<file path="src/rtl/key_debounce_filter.sv">
// -----------------------------------------------------------------------------
// key_debounce_filter
//
// Conditions one raw active-low pushbutton before it reaches the HPS key PIO.
// The raw input is brought into the clock domain with a two-flop synchroniser.
// A four-state FSM then accepts a level change only after the input has been
// stable long enough. From the accepted level it derives one-cycle strobes, a
// long-press flag and a saturating press counter.
//
// reset_reset_n is expected to come from the system reset controller, which
// asserts it asynchronously and releases it synchronously to clk_clk. No
// further reset synchroniser is placed here, so the first rising edge after
// release is the first edge that samples key_n_raw.
//
// Ports
//   clk_clk        in   1      system clock (shared with the HPS system)
//   reset_reset_n  in   1      asynchronous active-low reset
//   key_n_raw      in   1      raw pushbutton, 0 = pressed, asynchronous
//   clr_count      in   1      synchronous clear of press_count
//   key_level      out  1      debounced level, 1 = pressed
//   press_pulse    out  1      one-cycle strobe on accepted press
//   release_pulse  out  1      one-cycle strobe on accepted release
//   long_press     out  1      1 while accepted press lasted >= LONG_CYCLES
//   press_count    out  CNT_W  accepted presses, saturating at all-ones
//
// State           | meaning
// ----------------+-----------------------------------------------------------
// ST_IDLE         | key accepted as released, waiting for a pressed sample
// ST_PRESS_WAIT   | pressed seen, counting stable cycles before accepting
// ST_PRESSED      | key accepted as pressed, hold time running
// ST_RELEASE_WAIT | released seen, counting stable cycles before accepting
// -----------------------------------------------------------------------------
module key_debounce_filter #(
  parameter int DEBOUNCE_CYCLES = 1000000,
  parameter int LONG_CYCLES     = 50000000,
  parameter int CNT_W           = 8
) (
  input  logic             clk_clk,
  input  logic             reset_reset_n,
  input  logic             key_n_raw,
  input  logic             clr_count,
  output logic             key_level,
  output logic             press_pulse,
  output logic             release_pulse,
  output logic             long_press,
  output logic [CNT_W-1:0] press_count
);

  localparam int DEB_W  = $clog2(DEBOUNCE_CYCLES);
  localparam int HOLD_W = $clog2(LONG_CYCLES);

  localparam logic [DEB_W-1:0]  DEB_LAST  = DEB_W'(DEBOUNCE_CYCLES - 1);
  localparam logic [HOLD_W-1:0] HOLD_LAST = HOLD_W'(LONG_CYCLES - 1);
  localparam logic [CNT_W-1:0]  CNT_MAX   = {CNT_W{1'b1}};

  typedef enum logic [1:0] {
    ST_IDLE         = 2'd0,
    ST_PRESS_WAIT   = 2'd1,
    ST_PRESSED      = 2'd2,
    ST_RELEASE_WAIT = 2'd3
  } state_t;

  // registers
  logic              r_sync1;
  logic              r_sync2;
  state_t            r_state;
  logic [DEB_W-1:0]  r_deb_cnt;
  logic [HOLD_W-1:0] r_hold_cnt;
  logic              r_key_level;
  logic              r_press_pulse;
  logic              r_release_pulse;
  logic              r_long_press;
  logic [CNT_W-1:0]  r_press_count;

  // next-state / combinational
  logic              w_pressed;
  logic              w_press_acc;
  state_t            w_state_nxt;
  logic [DEB_W-1:0]  w_deb_cnt_nxt;
  logic [HOLD_W-1:0] w_hold_cnt_nxt;
  logic              w_key_level_nxt;
  logic              w_press_pulse_nxt;
  logic              w_release_pulse_nxt;
  logic              w_long_press_nxt;
  logic [CNT_W-1:0]  w_press_count_nxt;

  // Synchroniser resets to the released level so a key held through reset
  // shows up as a fresh press once reset is removed.
  always_ff @(posedge clk_clk or negedge reset_reset_n) begin
    if (!reset_reset_n) begin
      r_sync1 <= 1'b1;
      r_sync2 <= 1'b1;
    end else begin
      r_sync1 <= key_n_raw;
      r_sync2 <= r_sync1;
    end
  end

  assign w_pressed = ~r_sync2;

  always_ff @(posedge clk_clk or negedge reset_reset_n) begin
    if (!reset_reset_n) begin
      r_state         <= ST_IDLE;
      r_deb_cnt       <= '0;
      r_hold_cnt      <= '0;
      r_key_level     <= 1'b0;
      r_press_pulse   <= 1'b0;
      r_release_pulse <= 1'b0;
      r_long_press    <= 1'b0;
      r_press_count   <= '0;
    end else begin
      r_state         <= w_state_nxt;
      r_deb_cnt       <= w_deb_cnt_nxt;
      r_hold_cnt      <= w_hold_cnt_nxt;
      r_key_level     <= w_key_level_nxt;
      r_press_pulse   <= w_press_pulse_nxt;
      r_release_pulse <= w_release_pulse_nxt;
      r_long_press    <= w_long_press_nxt;
      r_press_count   <= w_press_count_nxt;
    end
  end

  always_comb begin
    w_state_nxt         = r_state;
    w_deb_cnt_nxt       = r_deb_cnt;
    w_hold_cnt_nxt      = r_hold_cnt;
    w_key_level_nxt     = r_key_level;
    w_press_pulse_nxt   = 1'b0;
    w_release_pulse_nxt = 1'b0;
    w_long_press_nxt    = r_long_press;
    w_press_acc         = 1'b0;

    // Hold time keeps running through a release glitch so long_press timing
    // is measured from the accepted press, not from the last glitch.
    if ((r_state == ST_PRESSED) || (r_state == ST_RELEASE_WAIT)) begin
      if (r_hold_cnt == HOLD_LAST) begin
        w_long_press_nxt = 1'b1;
      end else begin
        w_hold_cnt_nxt = r_hold_cnt + HOLD_W'(1);
      end
    end

    case (r_state)
      ST_IDLE: begin
        if (w_pressed) begin
          w_state_nxt   = ST_PRESS_WAIT;
          w_deb_cnt_nxt = '0;
        end
      end

      ST_PRESS_WAIT: begin
        if (!w_pressed) begin
          w_state_nxt = ST_IDLE;
        end else if (r_deb_cnt == DEB_LAST) begin
          w_state_nxt       = ST_PRESSED;
          w_key_level_nxt   = 1'b1;
          w_press_pulse_nxt = 1'b1;
          w_press_acc       = 1'b1;
          w_hold_cnt_nxt    = '0;
        end else begin
          w_deb_cnt_nxt = r_deb_cnt + DEB_W'(1);
        end
      end

      ST_PRESSED: begin
        if (!w_pressed) begin
          w_state_nxt   = ST_RELEASE_WAIT;
          w_deb_cnt_nxt = '0;
        end
      end

      ST_RELEASE_WAIT: begin
        if (w_pressed) begin
          w_state_nxt = ST_PRESSED;
        end else if (r_deb_cnt == DEB_LAST) begin
          w_state_nxt         = ST_IDLE;
          w_key_level_nxt     = 1'b0;
          w_release_pulse_nxt = 1'b1;
          w_long_press_nxt    = 1'b0;
        end else begin
          w_deb_cnt_nxt = r_deb_cnt + DEB_W'(1);
        end
      end

      default: begin
        w_state_nxt = ST_IDLE;
      end
    endcase
  end

  // Clear takes priority, then the coincident press is counted on top of it.
  always_comb begin
    w_press_count_nxt = r_press_count;
    if (clr_count) begin
      w_press_count_nxt = w_press_acc ? CNT_W'(1) : '0;
    end else if (w_press_acc && (r_press_count != CNT_MAX)) begin
      w_press_count_nxt = r_press_count + CNT_W'(1);
    end
  end

  assign key_level     = r_key_level;
  assign press_pulse   = r_press_pulse;
  assign release_pulse = r_release_pulse;
  assign long_press    = r_long_press;
  assign press_count   = r_press_count;

endmodule

</file>
<file path="config.mk">
export PLATFORM = sky130hd
export DESIGN_NAME = key_debounce_filter
export DESIGN_NICKNAME = d
export VERILOG_FILES = /design/src/rtl/key_debounce_filter.sv
export SDC_FILE = /design/constraint.sdc
export NUM_CORES = 1
export LEC_CHECK = 0
export CAP_MARGIN = 20
export CORE_MARGIN = 2
export CORE_UTILIZATION = 51
export DETAILED_ROUTE_END_ITERATION = 8
export PLACE_DENSITY = 0.7
export SETUP_SLACK_MARGIN = 0.5
export SYNTH_ARGS = -nofsm -noshare
export SYNTH_HDL_FRONTEND = slang
export SYNTH_SLANG_ARGS = --single-unit
</file>
<file path="constraint.sdc">
create_clock -name clk_clk -period 3.1 [get_ports clk_clk]
set_clock_uncertainty 0.15 [all_clocks]
set_input_delay 0.62 -clock clk_clk [delete_from_list [all_inputs] [get_ports clk_clk]]
set_output_delay 0.62 -clock clk_clk [all_outputs]
set_load 0.03 [all_outputs]
</file>
# Yosys cells after proc, flatten, opt, wreduce, memory -nomap -nowiden
# Cells that the tools add are included.
dict set report totals {
  reg_bits 62
  mem_bits_rw 0
  latchBits 0
  mem_count 0
  mem_bits_ro 0
  word_cells 71
}
dict set report op_classes {
  add_sub_neg 3
  div_mod_pow 0
  eq_ne 14
  reduce_logical 8
  mul 0
  shifts 0
  magnitude_cmp 0
  bitwise 0
  mux 36
}
# cell count
set op_table {}
lappend op_table {{$mux 26} 5}
lappend op_table {{$mux 20} 5}
lappend op_table {{$pmux 20 s4} 1}
lappend op_table {{$add 26x1->26 const B} 1}
lappend op_table {{$eq 26x26->1 const B} 1}
lappend op_table {{$add 20x1->20 const B} 1}
lappend op_table {{$eq 20x20->1 const B} 1}
lappend op_table {{$mux 8} 2}
lappend op_table {{$mux 1} 15}
lappend op_table {{$mux 2} 6}
lappend op_table {{$ne 2x2->1 const B} 5}
lappend op_table {{$add 8x1->8 const B} 1}
lappend op_table {{$ne 8x8->1 const B} 1}
lappend op_table {{$pmux 2 s4} 1}
lappend op_table {{$reduce_and 4->1} 2}
lappend op_table {{$reduce_and 5->1} 1}
lappend op_table {{$eq 2x2->1 const B} 2}
lappend op_table {{$reduce_bool 2->1} 2}
lappend op_table {{$ne 3x2->1 const B} 1}
lappend op_table {{$ne 3x3->1 const B} 1}
lappend op_table {{$eq 2x1->1 const B} 1}
lappend op_table {{$logic_not 2->1} 1}
lappend op_table {{$ne 2x1->1 const B} 1}
lappend op_table {{$pmux 1 s2} 1}
lappend op_table {{other kinds (2)} 2}

# Logic depth before layout (Yosys ltp)
# Gate-level depths: netlist (run 1).
dict set report logic_depth {
  ltp_word 7
  depth_mapped 9
}

# Worst setup path before layout (run 1)
# OpenSTA, ideal clock, no wires.
dict set report synth_timing {
  path_kind {reg2reg}
  startpoint {reg r_deb_cnt[0]}
  endpoint {reg r_press_count[5] (netlist: press_count[5])}
  t_arrival_ps 2151
  setup_ps 78
  setup_slack_ps 720
  path_stages_with_launch 8
  path_cell_list {dfrtp_1 ha_1 inv_1 or4_1 clkbuf_2 or2_4 or4_1 a21oi_1}
}
dict set report synth_between {
  elab_chain_cells 6
}
# item line
set synth_lines {}
lappend synth_lines {{from (decl)} 67} ;# logic [DEB_W-1:0] r_deb_cnt;
lappend synth_lines {{from (signal assigned)} 113} ;# r_deb_cnt <= w_deb_cnt_nxt;
lappend synth_lines {{$eq 20x20->1} 154} ;# end else if (r_deb_cnt == DEB_LAST) begin
lappend synth_lines {{$mux 1} 154}
lappend synth_lines {{$mux 1} 152} ;# if (!w_pressed) begin
lappend synth_lines {{$mux 1} 143} ;# case (r_state)
lappend synth_lines {{$logic_and 1x1->1} 196} ;# end else if (w_press_acc && (r_press_count != CNT_MAX)) begin
lappend synth_lines {{$reduce_bool 2->1 (no line)} -}
lappend synth_lines {{to (signal assigned)} 119} ;# r_press_count <= w_press_count_nxt;
lappend synth_lines {{to (decl)} 73} ;# logic [CNT_W-1:0] r_press_count;
# Every way passes these cells.
# A chain may end at the register's enable or synchronous reset.

# Final worst setup path (run 1)
# Ends and elaborated chain as after synthesis.

==> results of run 1 <==
-- area by class of cell --
class | count | area, µm² | area share (%)
repair buffers | 23 | 218 | 6.00
multi-input cells | 251 | 1540 | 42.5
flip-flops and latches | 62 | 1550 | 42.8
well taps | 75 | 93.8 | 2.59
inverters | 8 | 30.0 | 0.828
clock buffers | 10 | 128 | 3.52
clock inverters | 6 | 62.6 | 1.72
-- routing by layer --
metal / share of wire, % / up-vias / wire length (µm)
li1: - / 1250 / -
met1: 49 / 1201 / 3120
met2: 47 / 47 / 3010
met3: 3.3 / 8 / 212
met4: 1.3 / 0 / 85
met5: 0 / - / 0
-- kinds of logic after synthesis --
family	share of synthesized area, %
AOI/OAI and AO/OA	8.20
xor gates and xnor gates	9.38
adders and majority gates	1.18
buffers and inverters	2.60
DFF	49.0
muxes	0.631
and+or+nand+nor	29.1
-- sequential cells by signal, summed over array words and instances (netlist names), named ones only --
register and count:
press_pulse 1, r_sync1 1, r_state 1, release_pulse 1, r_hold_cnt 26, long_press 1
key_level 1, r_deb_cnt 20, r_sync2 1, press_count 8
-- cells in the mapped netlist, types with 2 or more instances --
cell type	number	area, µm²
mux2i_1	2	20.0
nor2_1	41	154
clkbuf_1	10	37.5
nand2_1	25	93.8
a21o_1	3	22.5
o211ai_1	6	45.0
o31ai_1	5	37.5
buf_2	2	10.0
xor2_1	15	131
a21oi_1	5	25.0
inv_1	8	30.0
nand4_1	14	87.6
a31oi_1	3	18.8
and3_1	6	37.5
or4_1	2	15.0
o21ai_0	14	70.1
nor3_1	18	90.1
or3_1	2	12.5
nand3_1	24	120
nor4b_1	6	52.6
xnor2_1	19	166
ha_1	3	37.5
and4_1	9	78.8
dfstp_2	2	52.6
nor4_1	8	50.1
or2_2	3	18.8
and2_1	2	12.5
nor4bb_1	2	20.0
dfrtp_1	60	1500
-- critical path: cells and delay by family, from the launching register on --
family / cells / cell delay, ps
simple gates: 3 / 1360
flops: 1 / 420
fa+ha+maj: 1 / 200
compound gates: 1 / 150
buf+inv: 1 / 90
-- placed cells by master, fill, tap and decap left out, drive strengths merged, types with 2 or more instances in the layout --
master         netlist  layout
nand3               24      24
nand2               25      25
a21o                 3       3
xnor2               19      19
clkinv               0       5
nand4               15      15
o211ai               6       6
and2                 2       2
nor4b                6       6
dfstp                2       2
a21oi                5       5
nor4bb               2       2
dfrtp               60      60
clkbuf              11      10
nor3                18      18
clkdlybuf4s50        0      14
a31oi                3       3
mux2i                2       2
or3                  3       3
ha                   3       3
or4                  3       3
nor4                 8       8
buf                  2       9
o21ai               14      14
and4                10      10
o31ai                5       5
or2                  4       4
and3                 6       6
inv                  8       8
xor2                15      15
nor2                41      41
-- power groups by stage --
stage               registers, µW  clock network, µW  logic (µW)
finish                        832                688        47.6
global route                  834                738        56.3
CTS                           832                703        49.1
detailed placement            847                  0        48.5
global placement              847                  0        46.8
floorplan                     843                  0        21.8
-- per-stage QoR --
stage / hold slack (ps) / power (µW)
3_3_place_gp: 197 / 893
5_1_grt: 214 / 1630
4_1_cts: 188 / 1580
3_5_place_dp: 197 / 896
6_report: 175 / 1570
2_1_floorplan: 174 / 865
-- worst paths after layout --
| path | end | slack [ps] | depth (start not counted) |
|---|---|---|---|
| min in group clk_clk | r_sync2 | 210 | 0 |
| hold reg to reg | r_sync2 | 210 | 0 |
| max in group asynchronous | r_sync1 | 1940 | 2 |
| setup / recovery | press_count[5] | 660 | 6 |
| hold / removal | r_hold_cnt[2] | 170 | 1 |
| setup reg to reg | press_count[5] | 660 | 6 |
-- repair_timing --
item	in CTS	in global routing
setup buffers	0	2
resized for setup	0	1
setup endpoints to repair	0	1
hold buffers	0	0
==> impl_results.md, run 1 <==
* Die Span Y at 82.9 µm
* GRT Resource Usage Total at 20.0%
* NetSw at 365 µW
* Worst endpoint data arrival time at 2550 ps
* Final setup vio count at 0
* R2R Path Start: r_deb_cnt[0]
* Critical Path End Type: flop
* Gate Count Post-Synth at 334
* Status: finished, final reports clean
* Diode count at 0
* CP Data Required Time at 3210 ps
* Worst setup SP type: flop
* Drt pass-1 iters at 4
* Post-Route WL at 6430 µm
* Violation count after the first detailed-route iteration at 163
* Avg Synthesized Cell Area at 9.50 µm²
* Setup TNS at 0 ps
* Final net count at 362
* Pre-CTS setup slack at 595 ps
* Logic pwr share at 3.0%
* HP Class: in2async
* DIE AREA at 6870 µm²
* Vias at 2,506
* Fin cells at 435
* Met2 Use GR at 31.6%
* Die X at 82.9 µm
* Cell Area, Placed at 3420 µm²
* Clk slew on worst S/H paths at 70 ps
* Met1 usage at 26.7%
* Initial antenna violation count at 0
* Pin count of the biggest net entering global routing at 33
* Avg Vias per Cell at 5.76
* Yosys Warn Count at 0
* H-tree Lvls at 3
* CORE AREA at 5960 µm²
* Cell at the slowest stage of the critical path: or4_4
* Mapped cell area at 3170 µm²
* Top Ports at 16
* Worst slew pin tran at 897 ps
* Clk_lat worst skew at 340 ps
* Met3 usage at 6.36%
* Placer congestion estimate at 0.848
* Global route overflow at 0
* Maxcap violations at 0
* Cell total after placement at 417
* Hold Fails Final Rpt at 0
* Worst path cell trace: ha_1 -> inv_1 -> or4_4 -> or2_4 -> or4_1 -> a21oi_1
* Post-synth net total at 341
* Post-DRT Antenna Nets at 0
* Num CTS Buffers at 9
* Clk pwr share at 43.9%
* Fin crit period at 2440 ps
* Number of flops mapped to enable cells by yosys at 0
* WL/cell at 14.8 µm
* I/O Buffers at 15
* RSZ-0062 raised after global routing: false
* Leak at 0.00152 µW
* Unique masters post-synth at 44
* Power per standard cell area at 432 nW/µm²
* Row cnt at 28
* Ys flop type: dfrtp_1
* #FFs+latches synth at 62
* Crit-path max cell delay at 580 ps
* Design Area, Final at 3630 µm²
* DPL Wire Length at 4350 µm
* DRC errors left at 0
* F_max at 0.409 GHz
* Slew HR at 40.0%
* Layout cells sized above 1 at 9.72%
* Clock sink count at 62
* Final worst slack at 657 ps
* Worst-path fanout max at 7
* CP startpoint: r_deb_cnt[0]
* P&R area growth vs syn at 14.3%
* Cell Int Power at 1200 µW
* Vias in the first global route at 2,449
* First-pass GRT wire length at 11,300 µm
* Final Util at 60.9%
* Maximum VDD drop at 347 µV
* Ys async rst share at 100%
* Busiest grt layer: met2
* Critical path class: reg2reg
* Final period util at 78.8%
* Post-synthesis sequential area ratio at 49.0%
* # fillers at 520
* CTS root buffer: clkbuf_8
* Reg power frac at 53.1%
* CTS tree: built
* Switching Fraction at 23.3%
* Maximum clock path buffer count at 2
* Initial Util at 53.3%
* Final Slew Violations at 0
Note: power is estimated with default switching activity, not from simulation.
==> run 2, diff against run 1 <==
--- a/config.mk
+++ b/config.mk
@@ -9,7 +9,7 @@
 export CORE_MARGIN = 2
 export CORE_UTILIZATION = 51
 export DETAILED_ROUTE_END_ITERATION = 8
-export PLACE_DENSITY = 0.7
+export PLACE_DENSITY = 0.73
 export SETUP_SLACK_MARGIN = 0.5
 export SYNTH_ARGS = -nofsm -noshare
 export SYNTH_HDL_FRONTEND = slang
==> constraint.sdc (replaced) <==
create_clock -name clk_clk -period 2.1 [get_ports clk_clk]
set_clock_uncertainty 0.15 [all_clocks]
set_input_delay 0.42 -clock clk_clk [delete_from_list [all_inputs] [get_ports clk_clk]]
set_output_delay 0.42 -clock clk_clk [all_outputs]
set_load 0.03 [all_outputs]
==> run 2 against run 1 <==
- the run now ends with setup timing left
- global-route usage up 2.7 points
- routed wire length increased by 33%
- core utilization increased by 12 points
- clock-buffer cell count up 2
- final area up 20%
- via count increased by 18%
- final cell count is 11% higher
- flip-flop and latch count unchanged
- hold slack improved by 45 ps
- combinational power rose to 3.2 times the previous value
- critical path type unchanged
- critical endpoint unchanged
==> impl_results.md, run 2 (synthesized netlist as in run 1, its figures left out) <==
* FF+latch area at 1560 µm² (was 1550 µm²)
* Diode count at 0 (unchanged)
* Final net count at 411 (was 362)
* DPL Wire Length at 4760 µm (was 4350 µm)
* Critical path class: reg2reg (unchanged)
* Post-Route WL at 8570 µm (was 6430 µm)
* Drt pass-1 iters at 5 (was 4)
* Design Area, Final at 4340 µm² (was 3630 µm²)
* Max reg flops at 26 (unchanged)
* DRC errors left at 0 (unchanged)
* Setup TNS at -249 ps (was 0 ps)
* Status: complete, but fails checks (was finished, final reports clean)
* Clk slew on worst S/H paths at 80 ps (was 70 ps)
* Worst slew pin tran at 462 ps (was 897 ps)
* DIE AREA at 6870 µm² (unchanged)
* Maxcap violations at 0 (unchanged)
* Clock sink count at 62 (unchanged)
* Clk pwr share at 43.6% (was 43.9%)
* Hold Fails Final Rpt at 0 (unchanged)
* Critical Path End Type: flop (unchanged)
* Slew HR at 69.2% (was 40.0%)
* H-tree Lvls at 3 (unchanged)
* Fin crit period at 2210 ps (was 2440 ps)
* First-pass GRT wire length at 12,900 µm (was 11,300 µm)
* NetSw at 578 µW (was 365 µW)
* Maximum clock path buffer count at 2 (unchanged)
* Num CTS Buffers at 9 (unchanged)
* Vias at 2,956 (was 2,506)
* Die X at 82.9 µm (unchanged)
* Layout cells sized above 1 at 36.7% (was 9.72%)
* Clk_lat worst skew at 350 ps (was 340 ps)
* Initial Util at 53.3% (unchanged)
* I/O Buffers at 15 (unchanged)
* HP Class: reg2reg (was in2async)
* Cell total after placement at 441 (was 417)
* Leak at 0.00183 µW (was 0.00152 µW)
* Row cnt at 28 (unchanged)
* Cell Int Power at 1850 µW (was 1200 µW)
* HP Start: r_sync1
* WL/cell at 17.7 µm (was 14.8 µm)
* CORE AREA at 5960 µm² (unchanged)
* Top reg by flops: r_hold_cnt (unchanged)
* Pin count of the biggest net entering global routing at 46 (was 33)
* WHS at 220 ps (was 175 ps)
* Global route overflow at 0 (unchanged)
* F_max at 0.453 GHz (was 0.409 GHz)
* Hold EP: r_sync2
* Post-DRT Antenna Nets at 0 (unchanged)
* Placer congestion estimate at 0.858 (was 0.848)
* P&R area growth vs syn at 36.8% (was 14.3%)
* Worst-path fanout max at 5 (was 7)
* Worst setup SP type: flop (unchanged)
* Hold depth at 0
* Initial antenna violation count at 0 (unchanged)
* Vias in the first global route at 2,704 (was 2,449)
* CTS tree: built (unchanged)
* CTS root buffer: clkbuf_8 (unchanged)
* Worst reg2reg path endpoint: press_count[5] (unchanged)
* Die Span Y at 82.9 µm (unchanged)
* FF-to-FF setup slack at -110 ps (was 660 ps)
* Area occupied by multi-input gates at 1870 µm² (was 1540 µm²)
* Final period util at 105% (was 78.8%)
* GRT Resource Usage Total at 22.8% (was 20.0%)
* Cell Area, Placed at 3640 µm² (was 3420 µm²)
* Commonest cells after routing, fill and taps aside: dfrtp_1, buf_4, nor2_1, nand3_1, xnor2_1 (was dfrtp_1, nor2_1, nand2_1, nand3_1, xnor2_1)
* Final worst slack at -107 ps (was 657 ps)
* Logic pwr share at 6.2% (was 3.0%)
* Final setup vio count at 5 (was 0)
* Switching Fraction at 23.8% (was 23.3%)
* Commonest non-fill, non-tap cell in the layout: dfrtp_1 (unchanged)
* Top Ports at 16 (unchanged)
* Failing checks: setup timing
* # fillers at 427 (was 520)
* Reg power frac at 50.2% (was 53.1%)
* Maximum VDD drop at 629 µV (was 347 µV)
* Violation count after the first detailed-route iteration at 226 (was 163)
* Worst endpoint data arrival time at 2330 ps (was 2550 ps)
* Final Util at 72.9% (was 60.9%)
* R2R Path Start: r_deb_cnt[0] (unchanged)
* Fin cells at 484 (was 435)
* Power per standard cell area at 559 nW/µm² (was 432 nW/µm²)
* Avg Vias per Cell at 6.11 (was 5.76)
* RSZ-0062 raised after global routing: true (was false)
* R2R depth at 6 (unchanged)
* Final Slew Violations at 0 (unchanged)
* CP Data Required Time at 2220 ps (was 3210 ps)
==> run 2: cell count changes in the layout (fill, tap and decap cells not counted), moves of 5 or more <==
cell	change
buf_4	+37
clkdlybuf4s50_1	-12
nor2_1	-10
buf_2	+9
buf_6	+8
nand2_1	-8
nand2_2	+7
nor2_4	+7
nor4_1	-6
o21ai_0	-5
o21ai_2	+5
==> run 2: worst max path at each step <==
stage	startpoint	to	slack (ps)	depth (start not counted)
after floorplan	r_deb_cnt[0]	press_count[5]	-90	7
after global placement	r_deb_cnt[1]	press_count[4]	-40	7
after detailed placement	r_deb_cnt[0]	press_count[5]	-110	6
after CTS	r_deb_cnt[0]	press_count[5]	-30	6
after global routing	r_deb_cnt[1]	press_count[6]	-140	6
final	r_deb_cnt[0]	press_count[5]	-110	6
==> run 2: power by group through the flow <==
stage | Sequential, µW | Clock (µW) | Combinational, µW
floorplan | 1250 | 0 | 37.9
global placement | 1240 | 0 | 109
detailed placement | 1240 | 0 | 110
CTS | 1220 | 1050 | 130
global route | 1220 | 1110 | 166
finish | 1220 | 1060 | 152
==> run 2: worst max-delay path, stage by stage, from the launching register on <==
cell,delay (ps)
dfrtp_1,370
ha_2,200
inv_2,40
or4_4,530
or2_4,290
or4_4,430
a21oi_2,140
==> run 2: metrics by stage <==
step / setup slack [ps] / total power (µW)
2_1_floorplan: -88.1 / 1280
3_3_place_gp: -38.4 / 1350
3_5_place_dp: -107 / 1350
4_1_cts: -33.0 / 2400
5_1_grt: -140 / 2490
6_report: -107 / 2430
==> run 2: final cells by class <==
| class | instances | share of cell area (%) |
|---|---|---|
| sequential | 62 | 35.9 |
| clock inverter | 4 | 1.10 |
| timing repair buffer | 72 | 13.7 |
| multi-input combinational | 251 | 43.0 |
| tap | 75 | 2.16 |
| clock buffer | 12 | 3.34 |
| inverter | 8 | 0.778 |
==> run 2: metal layers <==
metal  vias to the layer above  wire (µm)  track usage (%)
met4                         0        157             9.54
met3                        16        326             3.68
met2                        96       4170             34.8
li1                       1357          -                -
met5                         -          0                0
met1                      1487       3910             32.3
==> run 2: repair_timing <==
action	CTS	global route
endpoints found under the setup margin	71	65
hold buffers	1	0
gates resized for setup	92	47
setup buffers	6	20
endpoints found under the hold margin	17	0
pin swaps	11	15
